==> config.mk <==
export PLATFORM = sky130hd
export DESIGN_NAME = fetch_queue
export DESIGN_NICKNAME = d
export VERILOG_FILES = /design/src/rtl/cpu_pkg.sv /design/src/rtl/fetch_queue.sv
export SDC_FILE = /design/constraint.sdc
export NUM_CORES = 1
export LEC_CHECK = 0
export CAP_MARGIN = 0
export CORE_MARGIN = 2
export CORE_UTILIZATION = 49
export DETAILED_ROUTE_END_ITERATION = 8
export GPL_TIMING_DRIVEN = 0
export HOLD_SLACK_MARGIN = 0.12
export PLACE_DENSITY = 0.75
export SLEW_MARGIN = 10
export SYNTH_ARGS = -nofsm -noshare
export SYNTH_HDL_FRONTEND = slang
export SYNTH_SLANG_ARGS = --single-unit
==> constraint.sdc <==
create_clock -name clk -period 2.95 [get_ports clk]
set_clock_uncertainty 0.15 [all_clocks]
set_input_delay 0.59 -clock clk [delete_from_list [all_inputs] [get_ports clk]]
set_output_delay 0.59 -clock clk [all_outputs]
set_load 0.05 [all_outputs]
==> src/rtl/cpu_pkg.sv <==
// Shared CPU-wide constants and types used by the fetch path.
package cpu_pkg;

  localparam int unsigned PC_W    = 32;
  localparam int unsigned INSTR_W = 32;

  localparam logic [INSTR_W-1:0] NOP_INSTR = 32'h0000_0000;
  localparam logic [PC_W-1:0]    RESET_PC  = 32'h0000_3000;

  typedef struct packed {
    logic               misalign;
    logic [PC_W-1:0]    pc;
    logic [INSTR_W-1:0] instr;
  } fq_entry_t;

  function automatic logic pc_misaligned(input logic [PC_W-1:0] pc);
    return pc[1:0] != 2'b00;
  endfunction

endpackage

==> src/rtl/fetch_queue.sv <==
// Instruction fetch queue: register-array FIFO of {pc, instr} between IFU and decode,
// with a redirect flush that discards all wrong-path entries.
module fetch_queue
  import cpu_pkg::*;
#(
  parameter int unsigned DEPTH = 4,
  parameter int unsigned CNT_W = 3
) (
  input  logic               clk,
  input  logic               reset,
  input  logic               in_valid,
  output logic               in_ready,
  input  logic [PC_W-1:0]    in_pc,
  input  logic [INSTR_W-1:0] in_instr,
  input  logic               flush,
  output logic               out_valid,
  input  logic               out_ready,
  output logic [PC_W-1:0]    out_pc,
  output logic [INSTR_W-1:0] out_instr,
  output logic               out_misalign,
  output logic [CNT_W-1:0]   count
);

  localparam int unsigned PTR_W = $clog2(DEPTH);

  fq_entry_t        r_mem [DEPTH];
  logic [PTR_W-1:0] r_wr_ptr;
  logic [PTR_W-1:0] r_rd_ptr;
  logic [CNT_W-1:0] r_count;

  logic      w_push;
  logic      w_pop;
  fq_entry_t w_new;
  fq_entry_t w_head;

  // Occupancy is its own register so full and empty never alias when pointers match.
  assign in_ready  = (r_count != CNT_W'(DEPTH));
  assign out_valid = (r_count != '0);
  assign count     = r_count;

  assign w_push = in_valid && in_ready && !flush;
  assign w_pop  = out_valid && out_ready && !flush;

  always_comb begin
    w_new          = '0;
    w_new.misalign = pc_misaligned(in_pc);
    w_new.pc       = in_pc;
    w_new.instr    = in_instr;
  end

  assign w_head = r_mem[r_rd_ptr];

  // Empty queue presents a nop at PC 0 so decode never sees stale contents.
  assign out_pc       = out_valid ? w_head.pc    : '0;
  assign out_instr    = out_valid ? w_head.instr : NOP_INSTR;
  assign out_misalign = out_valid & w_head.misalign;

  always_ff @(posedge clk or negedge reset) begin
    if (!reset) begin
      r_wr_ptr <= '0;
      r_rd_ptr <= '0;
      r_count  <= '0;
    end else if (flush) begin
      r_wr_ptr <= '0;
      r_rd_ptr <= '0;
      r_count  <= '0;
    end else begin
      if (w_push) r_wr_ptr <= r_wr_ptr + PTR_W'(1);
      if (w_pop)  r_rd_ptr <= r_rd_ptr + PTR_W'(1);
      if (w_push && !w_pop)      r_count <= r_count + CNT_W'(1);
      else if (w_pop && !w_push) r_count <= r_count - CNT_W'(1);
    end
  end

  always_ff @(posedge clk) begin
    if (w_push) r_mem[r_wr_ptr] <= w_new;
  end

endmodule
Word-level counts from Yosys, hierarchy flattened
Memory sizes are Yosys's and may differ from the RTL's.
Cells that the tools add are included.
Storage, ports and cells
  bits in registers: 7
  memory bits (writable): 260
  word-level logic and storage cells: 35
  memories: 1
Memories
  r_mem: words 4, width 65, read ports 1, clocked after memory_dff 0, wr ports 1, RTL line fetch_queue.sv:26  | fq_entry_t r_mem [DEPTH];
Operators by class
  add/subtract/negate cells: 4
  equality and inequality tests: 1
  muxes and demuxes: 11
  bitwise operators: 1
  reductions and logical operators: 14
Operators by type and width (count)
  32-bit 2-to-1 mux: 2
  3-bit 2-to-1 mux: 3
  2-bit 2-to-1 mux: 4
  1-bit logical AND: 6
  2-bit nonzero test: 3
  3-bit nonzero test: 2
  2-bit by 1-bit adder with 2-bit output (second input constant): 2
  3-bit by 1-bit adder with 3-bit output (second input constant): 1
  1-bit zero test: 3
  3-bit inequality test (second input constant): 1
  3-bit by 1-bit subtractor with 3-bit output (second input constant): 1
  1-bit 2-to-1 mux: 2
  1-bit bitwise AND: 1

Logic depth before layout (Yosys ltp)
Gate-level depths: netlist of the first run.
  depth in word-level cells: 8
  mapped depth: 8
  mapped depth without buffers: 7

Least setup slack after synthesis of the first run
No wires, ideal clock.
  path type: reg-to-reg
  start: reg r_count[0], in the netlist count[0]
  end: mem r_mem[0][0] (netlist name) (enable)
  library setup time: 0.430 ns
  arrival time: 2.798 ns
  required time: 2.370 ns
  slack: -0.428 ns
  cell stages (with the launch flop): 5
  buffers on the path: 1
  cell sequence: dfrtp_1 -> buf_2 -> nor3b_1 -> nor3_1 -> and2_1
On the way
  longest elaborated chain between the ends: 5
Ends and longest elaborated chain
  from (decl): RTL line fetch_queue.sv:29  | logic [CNT_W-1:0] r_count;
  from (signal assigned): RTL line fetch_queue.sv:70  | if (w_push && !w_pop) r_count <= r_count + CNT_W'(1);
  from (signal assigned): RTL line fetch_queue.sv:71  | else if (w_pop && !w_push) r_count <= r_count - CNT_W'(1);
  3-bit inequality test: RTL line fetch_queue.sv:37  | assign in_ready = (r_count != CNT_W'(DEPTH));
  1-bit logical AND (2 in series): RTL line fetch_queue.sv:41  | assign w_push = in_valid && in_ready && !flush;
  1-bit 2-to-1 mux: RTL line fetch_queue.sv:76  | if (w_push) r_mem[r_wr_ptr] <= w_new;
  1-bit 2-to-1 mux (not written as such): RTL line fetch_queue.sv:76
  to (decl): RTL line fetch_queue.sv:26
Every way passes these cells.

Worst setup path in the final report of the first run
  start: reg r_rd_ptr[0]
  end: out out_instr[23]
On the way
  longest elaborated chain between the ends: 2
Ends and longest elaborated chain
  from (decl): RTL line fetch_queue.sv:28  | logic [PTR_W-1:0] r_rd_ptr;
  from (signal assigned): RTL line fetch_queue.sv:69  | if (w_pop) r_rd_ptr <= r_rd_ptr + PTR_W'(1);
  memory 4 x 65 bit
  32-bit 2-to-1 mux: RTL line fetch_queue.sv:55  | assign out_instr = out_valid ? w_head.instr : NOP_INSTR;
  to (decl): RTL line fetch_queue.sv:19  | output logic [INSTR_W-1:0] out_instr,
Every way passes these cells.

==> out/qor.csv, run 1 <==
stage,metric,value,unit
power_and_ir_drop,switchingPower,0.00471,W
outcome,violations,negative setup slack,
detailed_routing,vias,5146,
final_layout,nFillCells,1450,
min_path,hp-class,in -> async,
sta,min_period_over_period,1.00,
power_and_ir_drop,seqPwrFrac,0.324,
synth,ys_types,33,
synth,synth_top_cell_area_share,0.751,
detailed_routing,dr.pass1.iters,4,
sta,worstMarginPinSlew,595,ps
sta,tns,-33.5,ps
final_layout,diodes,0,
power_and_ir_drop,p_total,0.0138,W
detailed_routing,final_antenna_net_count,0,
sta,hold_viol_final,0,
clock_network,h-tree-depth,1,
power_and_ir_drop,swShare,0.342,
detailed_routing,drc,0,
final_layout,final_nets,727,
clock_network,cts.clk_slew.worst_paths,60,ps
synth,synth_area,10400,um^2
sta,final_max_slew_viol_count,0,
synth,postSynthCellCount,474,
sta,rsz0062_at_grt,true,
power_and_ir_drop,p_clk_frac,0.277,
synth,avgSynthCellArea,21.9,um^2
grt,overflow,0,
die,initial_core_util,0.497,
flow_run,cap_violations,0,
die,core_area,20900,um^2
placed_design,portBuffers,135,
setup_path,required,2210,ps
placed_design,gp_congestion,0.818,
clock_network,cts_tree,done,
detailed_routing,drt_iter0_markers,322,
grt,grt_max_degree,45,
power_and_ir_drop,peakVddDrop,0.936,mV
placed_design,dp.cells,888,
synth,netlist_top_cells_area,"edfxtp_1 75%, mux4_2 14%, and2_1 4.2%",
outcome,outcome,"finished, violations left",
die,dieArea,22400,um^2
die,die_h,150,um
final_layout,stdcell_count,949,
power_and_ir_drop,internal-power,0.00907,W
sta,setup_viol,3,
synth,synth_nets,548,
die,ioPinCount,139,
synth,ys.warnings.count,0,
grt,grt_pass1_vias,5584,
die,rows,53,
power_and_ir_drop,power.density,1030,nW/um^2
synth,seq_area_frac_synth,0.768,
setup_path,path_class,reg -> out,
grt,grt_pass1_wl,30300,um
setup_path,startpoint_type,flop,
synth,synth_seq_cells,267,
placed_design,place_ws,-401,ps
placed_design,dp_hpwl,12300,um
sta,period_needed,2960,ps
grt,track_usage,0.180,
setup_path,crit_arrival,2220,ps
detailed_routing,wl_per_cell,21.1,um
clock_network,cts_buffers,27,
power_and_ir_drop,p_comb_frac,0.399,
setup_path,cp_max_fo,8,
grt,antenna_found_initial,0,
die,die_w,150,um
clock_network,clkSinkCount,267,
synth,post-synth-top-area-cell,edfxtp_1,
setup_path,end_kind,primary output,
detailed_routing,routed_wl,20000,um
clock_network,cts-hold-fix-buffers,0,
clock_network,clk-insertion-delay-late,530,ps
clock_network,clockBufferDepth,3,
clock_network,clockRootBuffer,clkbuf_16,
final_layout,drive_gt1_frac,0.372,
sta,maxSlewHeadroom,0.600,
sta,fmax,0.338,GHz
power_and_ir_drop,p_leak,4.57,nW
final_layout,area_growth,28.9,%
sta,finalWorstSetupSlack,-12.8,ps
detailed_routing,vias_per_cell,5.42,
-- through the flow --
stage | hold slack (ps) | utilization | cell area [um^2]
4_1_cts | 163 | 0.635 | 13300
3_3_place_gp | 432 | 0.579 | 12100
6_report | 178 | 0.641 | 13400
3_5_place_dp | 449 | 0.583 | 12200
2_1_floorplan | 144 | - | 10400
5_1_grt | 192 | 0.641 | 13400
-- power by group through the flow --
| stage | Sequential, W | Clock (W) | Combinational [W] |
|---|---|---|---|
| 2_1_floorplan | 0.00456 | 0 | 0.00348 |
| 3_3_place_gp | 0.00452 | 0 | 0.00509 |
| 3_5_place_dp | 0.00453 | 0 | 0.00516 |
| 4_1_cts | 0.00445 | 0.00391 | 0.00533 |
| 5_1_grt | 0.00448 | 0.00405 | 0.00576 |
| 6_report | 0.00446 | 0.00382 | 0.00549 |
-- repair_timing --
| item | 4_1_cts | 5_1_grt |
|---|---|---|
| cloned | 1 | 1 |
| pin swaps | 0 | 5 |
| setup endpoints to repair | 67 | 55 |
| gates resized for setup | 412 | 40 |
| buffers inserted | 7 | 3 |
| endpoints found under the hold margin | 0 | 0 |
-- layout by cell type (no fill, tap or decap), types with 2 or more instances in the layout --
cell	instances
dfrtp_1	5
clkbuf_2	3
nand3_1	2
clkbuf_8	5
buf_4	18
buf_12	10
dfrtp_2	2
xor2_1	2
ha_1	4
and2_4	29
clkinv_1	4
clkinv_2	6
buf_16	2
buf_2	33
clkdlybuf4s50_1	68
mux4_2	65
clkbuf_1	4
buf_6	25
and2_1	41
a21oi_1	2
o21ai_0	3
clkbuf_16	28
buf_8	5
bufinv_16	9
nor2_1	9
mux2_2	2
edfxtp_1	260
inv_1	7
-- cells in the mapped netlist --
library cell	instances
nor2_1	9
o31ai_1	1
a211oi_1	1
mux4_2	65
fa_1	1
and2_1	70
mux2_2	2
and3b_1	1
a311oi_1	1
nand3_1	2
or2_2	1
or3_1	1
xor2_1	2
edfxtp_1	260
inv_1	7
buf_12	4
a21oi_1	2
buf_6	1
a221oi_2	1
o21ai_0	3
nor3b_1	1
clkbuf_1	10
nor3_1	1
dfrtp_1	7
mux2i_1	1
o21a_1	1
a31o_2	1
buf_2	9
buf_1	1
o311ai_0	1
ha_1	4
buf_4	1
a21o_1	1
-- final cells by class --
class                      instances  area (um^2)  area share
buffer                            25          255      0.0191
timing repair buffer             151         1490       0.111
inverter                           7         26.3     0.00196
clock buffer                      29          683      0.0510
clock inverter                    21          332      0.0248
tap                              275          344      0.0257
sequential                       267         7990       0.596
multi-input combinational        174         2280       0.170
-- per-layer routing --
metal	GRT usage	part of all wire	up-vias
met5	0	0	-
met2	0.328	0.53	147
li1	-	-	2283
met1	0.221	0.40	2683
met3	0.0302	0.051	33
met4	0.0514	0.018	0
-- sequential cells by signal (all words and copies together), names as in the netlist --
name / flops
r_mem: 260
r_wr_ptr: 2
count: 3
r_rd_ptr: 2
-- worst paths after layout --
| kind | start | end | slack, ps | cells past startpoint |
|---|---|---|---|---|
| hold reg to reg | r_wr_ptr[1] | r_wr_ptr[1] | 460 | 2 |
| max in group asynchronous | reset | count[0] | 2200 | 1 |
| min in group clk | flush | r_rd_ptr[0] | 290 | 2 |
| setup reg to reg | count[2] | r_mem[1][34] | 370 | 4 |
| setup / recovery | r_rd_ptr[0] | out_instr[23] | -10 | 7 |
| hold / removal | reset | count[1] | 180 | 1 |
-- cell families (layout without fill, tap and decap cells) --
family / Yosys count / in the layout / synth area share
flip-flops: 267 / 267 / 0.768
AND/OR/NAND/NOR: 86 / 86 / 0.0496
multiplexers: 68 / 68 / 0.144
buffers and inverters: 33 / 233 / 0.0204
AO/OA/AOI/OAI: 13 / 13 / 0.00927
adder cells (fa/ha/maj): 5 / 5 / 0.00674
XOR/XNOR: 2 / 2 / 0.00169
-- worst max-delay path, stage by stage, from the launching register on --
cell and delay, ps:
dfrtp_1 350, buf_6 140, buf_12 140, buf_12 140, buf_12 100, mux4_2 490
and2_4 170, buf_6 140
(Power assumes the default switching activity.)
==> inputs of run 2 (changes only) <==
--- a/config.mk
+++ b/config.mk
@@ -12,7 +12,7 @@
 export GPL_TIMING_DRIVEN = 0
 export HOLD_SLACK_MARGIN = 0.12
 export PLACE_DENSITY = 0.75
-export SLEW_MARGIN = 10
+export SLEW_MARGIN = 40
 export SYNTH_ARGS = -nofsm -noshare
 export SYNTH_HDL_FRONTEND = slang
 export SYNTH_SLANG_ARGS = --single-unit
==> run 2 against run 1 <==
The flow still finishes with violations (negative setup slack); non-clock buffer count increased by 3; register-to-register slack got worse by 20 ps; clock-buffer cell count increased by 8; power decreased by 4.3%; global-route usage about the same; die area unchanged; design area decreased by 0.79%; sequential share of layout area increased by 0.46 points; critical path depth unchanged; worst setup slack got worse by 20 ps; sequential power about the same; cell count increased by 0.11%; largest cell class unchanged; largest power group unchanged; highest routed layer unchanged.
==> out/qor.csv, run 2 (synthesis results as in run 1) <==
stage,metric,value,unit
sta,hold_viol_final,0,
setup_path,cpMaxStageDelayCell,mux4_2,
power_and_ir_drop,p_comb_frac,0.423,
setup_path,reg2reg_from,count[2],
final_layout,diodes,0,
detailed_routing,routed_wl,20100,um
clock_network,clk-insertion-delay-late,530,ps
clock_network,h-tree-depth,1,
final_layout,largest_reg_flops,260,
setup_path,slowest_delay,500,ps
detailed_routing,wl_met3,1220,um
power_and_ir_drop,internal-power,0.00850,W
detailed_routing,top_layer,met4,
die,dieArea,22400,um^2
setup_path,path_class,reg -> out,
setup_path,crit_family,buffers and inverters,
placed_design,gp_congestion,0.818,
grt,antenna_found_initial,0,
detailed_routing,drc,0,
power_and_ir_drop,power.density,993,nW/um^2
detailed_routing,vias_per_cell,5.44,
grt,grt_pass1_wl,30500,um
die,rows,53,
sta,min_period_over_period,1.01,
final_layout,final_nets,731,
sta,setup_viol,9,
setup_path,reg2reg_to,r_mem[1][6],
final_layout,final_cell_mix,"260 x edfxtp_1, 68 x clkdlybuf4s50_1, 65 x mux4_2",
clock_network,cts_tree,done,
detailed_routing,wl_met2,10600,um
setup_path,startpoint_type,flop,
placed_design,place_ws,-431,ps
die,die_w,150,um
detailed_routing,m1WireLength,8020,um
setup_path,path_cells,buf_6 > buf_12 > buf_12 > buf_12 > mux4_2 > and2_4 > buf_6,
grt,track_usage,0.180,
power_and_ir_drop,peakVddDrop,0.741,mV
grt,grt_pass1_vias,5583,
clock_network,clockRootBuffer,clkbuf_16,
setup_path,required,2210,ps
sta,rsz0062_at_grt,true,
setup_path,end_kind,primary output,
die,die_h,150,um
setup_path,crit_arrival,2240,ps
clock_network,cts_buffers,28,
final_layout,fin_util,0.636,
grt,grt_max_degree,34,
sta,worstMarginPinSlew,617,ps
setup_path,r2r_cells,4,
sta,final_max_slew_viol_count,0,
power_and_ir_drop,p_leak,4.50,nW
placed_design,portBuffers,135,
final_layout,largest_register,r_mem,
outcome,outcome,"finished, violations left",
sta,fmax,0.335,GHz
setup_path,rrSetupSlack,350,ps
outcome,violations,negative setup slack,
final_layout,stdcell_count,950,
detailed_routing,vias,5167,
setup_path,cp_max_fo,7,
power_and_ir_drop,switchingPower,0.00469,W
clock_network,clockBufferDepth,3,
die,ioPinCount,139,
final_layout,stdcell_area,13300,um^2
power_and_ir_drop,p_clk_frac,0.239,
sta,period_needed,2980,ps
clock_network,clkSinkCount,267,
detailed_routing,final_antenna_net_count,0,
clock_network,cts.clk_slew.worst_paths,60,ps
clock_network,cts-hold-fix-buffers,0,
detailed_routing,wl_per_cell,21.2,um
placed_design,dp_hpwl,12600,um
power_and_ir_drop,seqPwrFrac,0.339,
die,initial_core_util,0.497,
die,core_area,20900,um^2
sta,maxSlewHeadroom,0.585,
power_and_ir_drop,swShare,0.355,
setup_path,cp.buffers_inverters,5,
min_path,hp-class,in -> async,
final_layout,drive_gt1_frac,0.361,
grt,overflow,0,
placed_design,placed_area,12200,um^2
final_layout,area_growth,27.8,%
placed_design,dp.cells,891,
setup_path,critPathMostFrequentCell,buf_12,
final_layout,final_common_cell,edfxtp_1,
detailed_routing,drt_iter0_markers,302,
detailed_routing,dr.pass1.iters,4,
flow_run,cap_violations,0,
sta,finalWorstSetupSlack,-32.7,ps
[run 2: changes by cell type in the layout (fill, tap and decap cells not counted), moves of 3 or more]
| cell | delta |
|---|---|
| and2_1 | -3 |
| and2_4 | +3 |
| buf_12 | +5 |
| buf_2 | -7 |
| buf_4 | +5 |
| bufinv_16 | -8 |
| clkbuf_1 | +6 |
| clkinv_1 | +3 |
| clkinv_2 | -4 |
[run 2: timing repair]
action,4_1_cts,5_1_grt
setup buffers,7,3
gates cloned,1,1
setup endpoints to repair,67,58
pin swaps,0,5
resized for setup,432,34
[run 2: worst max-delay path by stage]
| stage | end | cells after the start | startpoint |
|---|---|---|---|
| 2_1_floorplan | out_instr[22] | 4 | count[0] |
| 3_3_place_gp | r_mem[1][8] | 4 | in_valid |
| 3_5_place_dp | out_instr[20] | 6 | count[0] |
| 4_1_cts | out_instr[12] | 6 | r_rd_ptr[0] |
| 5_1_grt | out_instr[23] | 7 | r_rd_ptr[0] |
| 6_report | out_instr[23] | 7 | r_rd_ptr[0] |
[run 2: area by class of cell]
class                           count  area (um^2)
Sequential cell                   267         7980
Fill cell                        1483         7610
Multi-Input combinational cell    174         2290
Timing Repair Buffer              154         1580
Clock buffer                       37          734
Tap cell                          275          344
Buffer                             25          251
Clock inverter                     11         82.6
Inverter                            7         26.3
[run 2: worst register-to-register path, delay by kind of cell (launching register included)]
family	cells	cell delay (ps)
buffers and inverters	1	310
flip-flops	1	470
AND/OR/NAND/NOR	3	1330
[run 2: power by group through the flow]
stage	clock network [W]	registers [W]	logic (W)
2_1_floorplan	0	0.00456	0.00348
3_3_place_gp	0	0.00452	0.00509
3_5_place_dp	0	0.00453	0.00517
4_1_cts	0.00323	0.00445	0.00544
5_1_grt	0.00337	0.00448	0.00586
6_report	0.00315	0.00446	0.00558
[run 2: routing by layer]
metal  global-route usage  vias to the layer above
met3               0.0323                       30
met5                    0                        -
li1                     -                     2278
met1                0.234                     2710
met2                0.317                      149
met4               0.0462                        0
[run 2: stage by stage]
step           setup TNS (ps)  hold slack [ps]  power [W]
2_1_floorplan               0              144    0.00804
3_3_place_gp          -131150              432    0.00960
4_1_cts                 -1280              158     0.0131
5_1_grt                 -2670              185     0.0137
6_report                 -106              174     0.0132
3_5_place_dp           -15040              458    0.00970
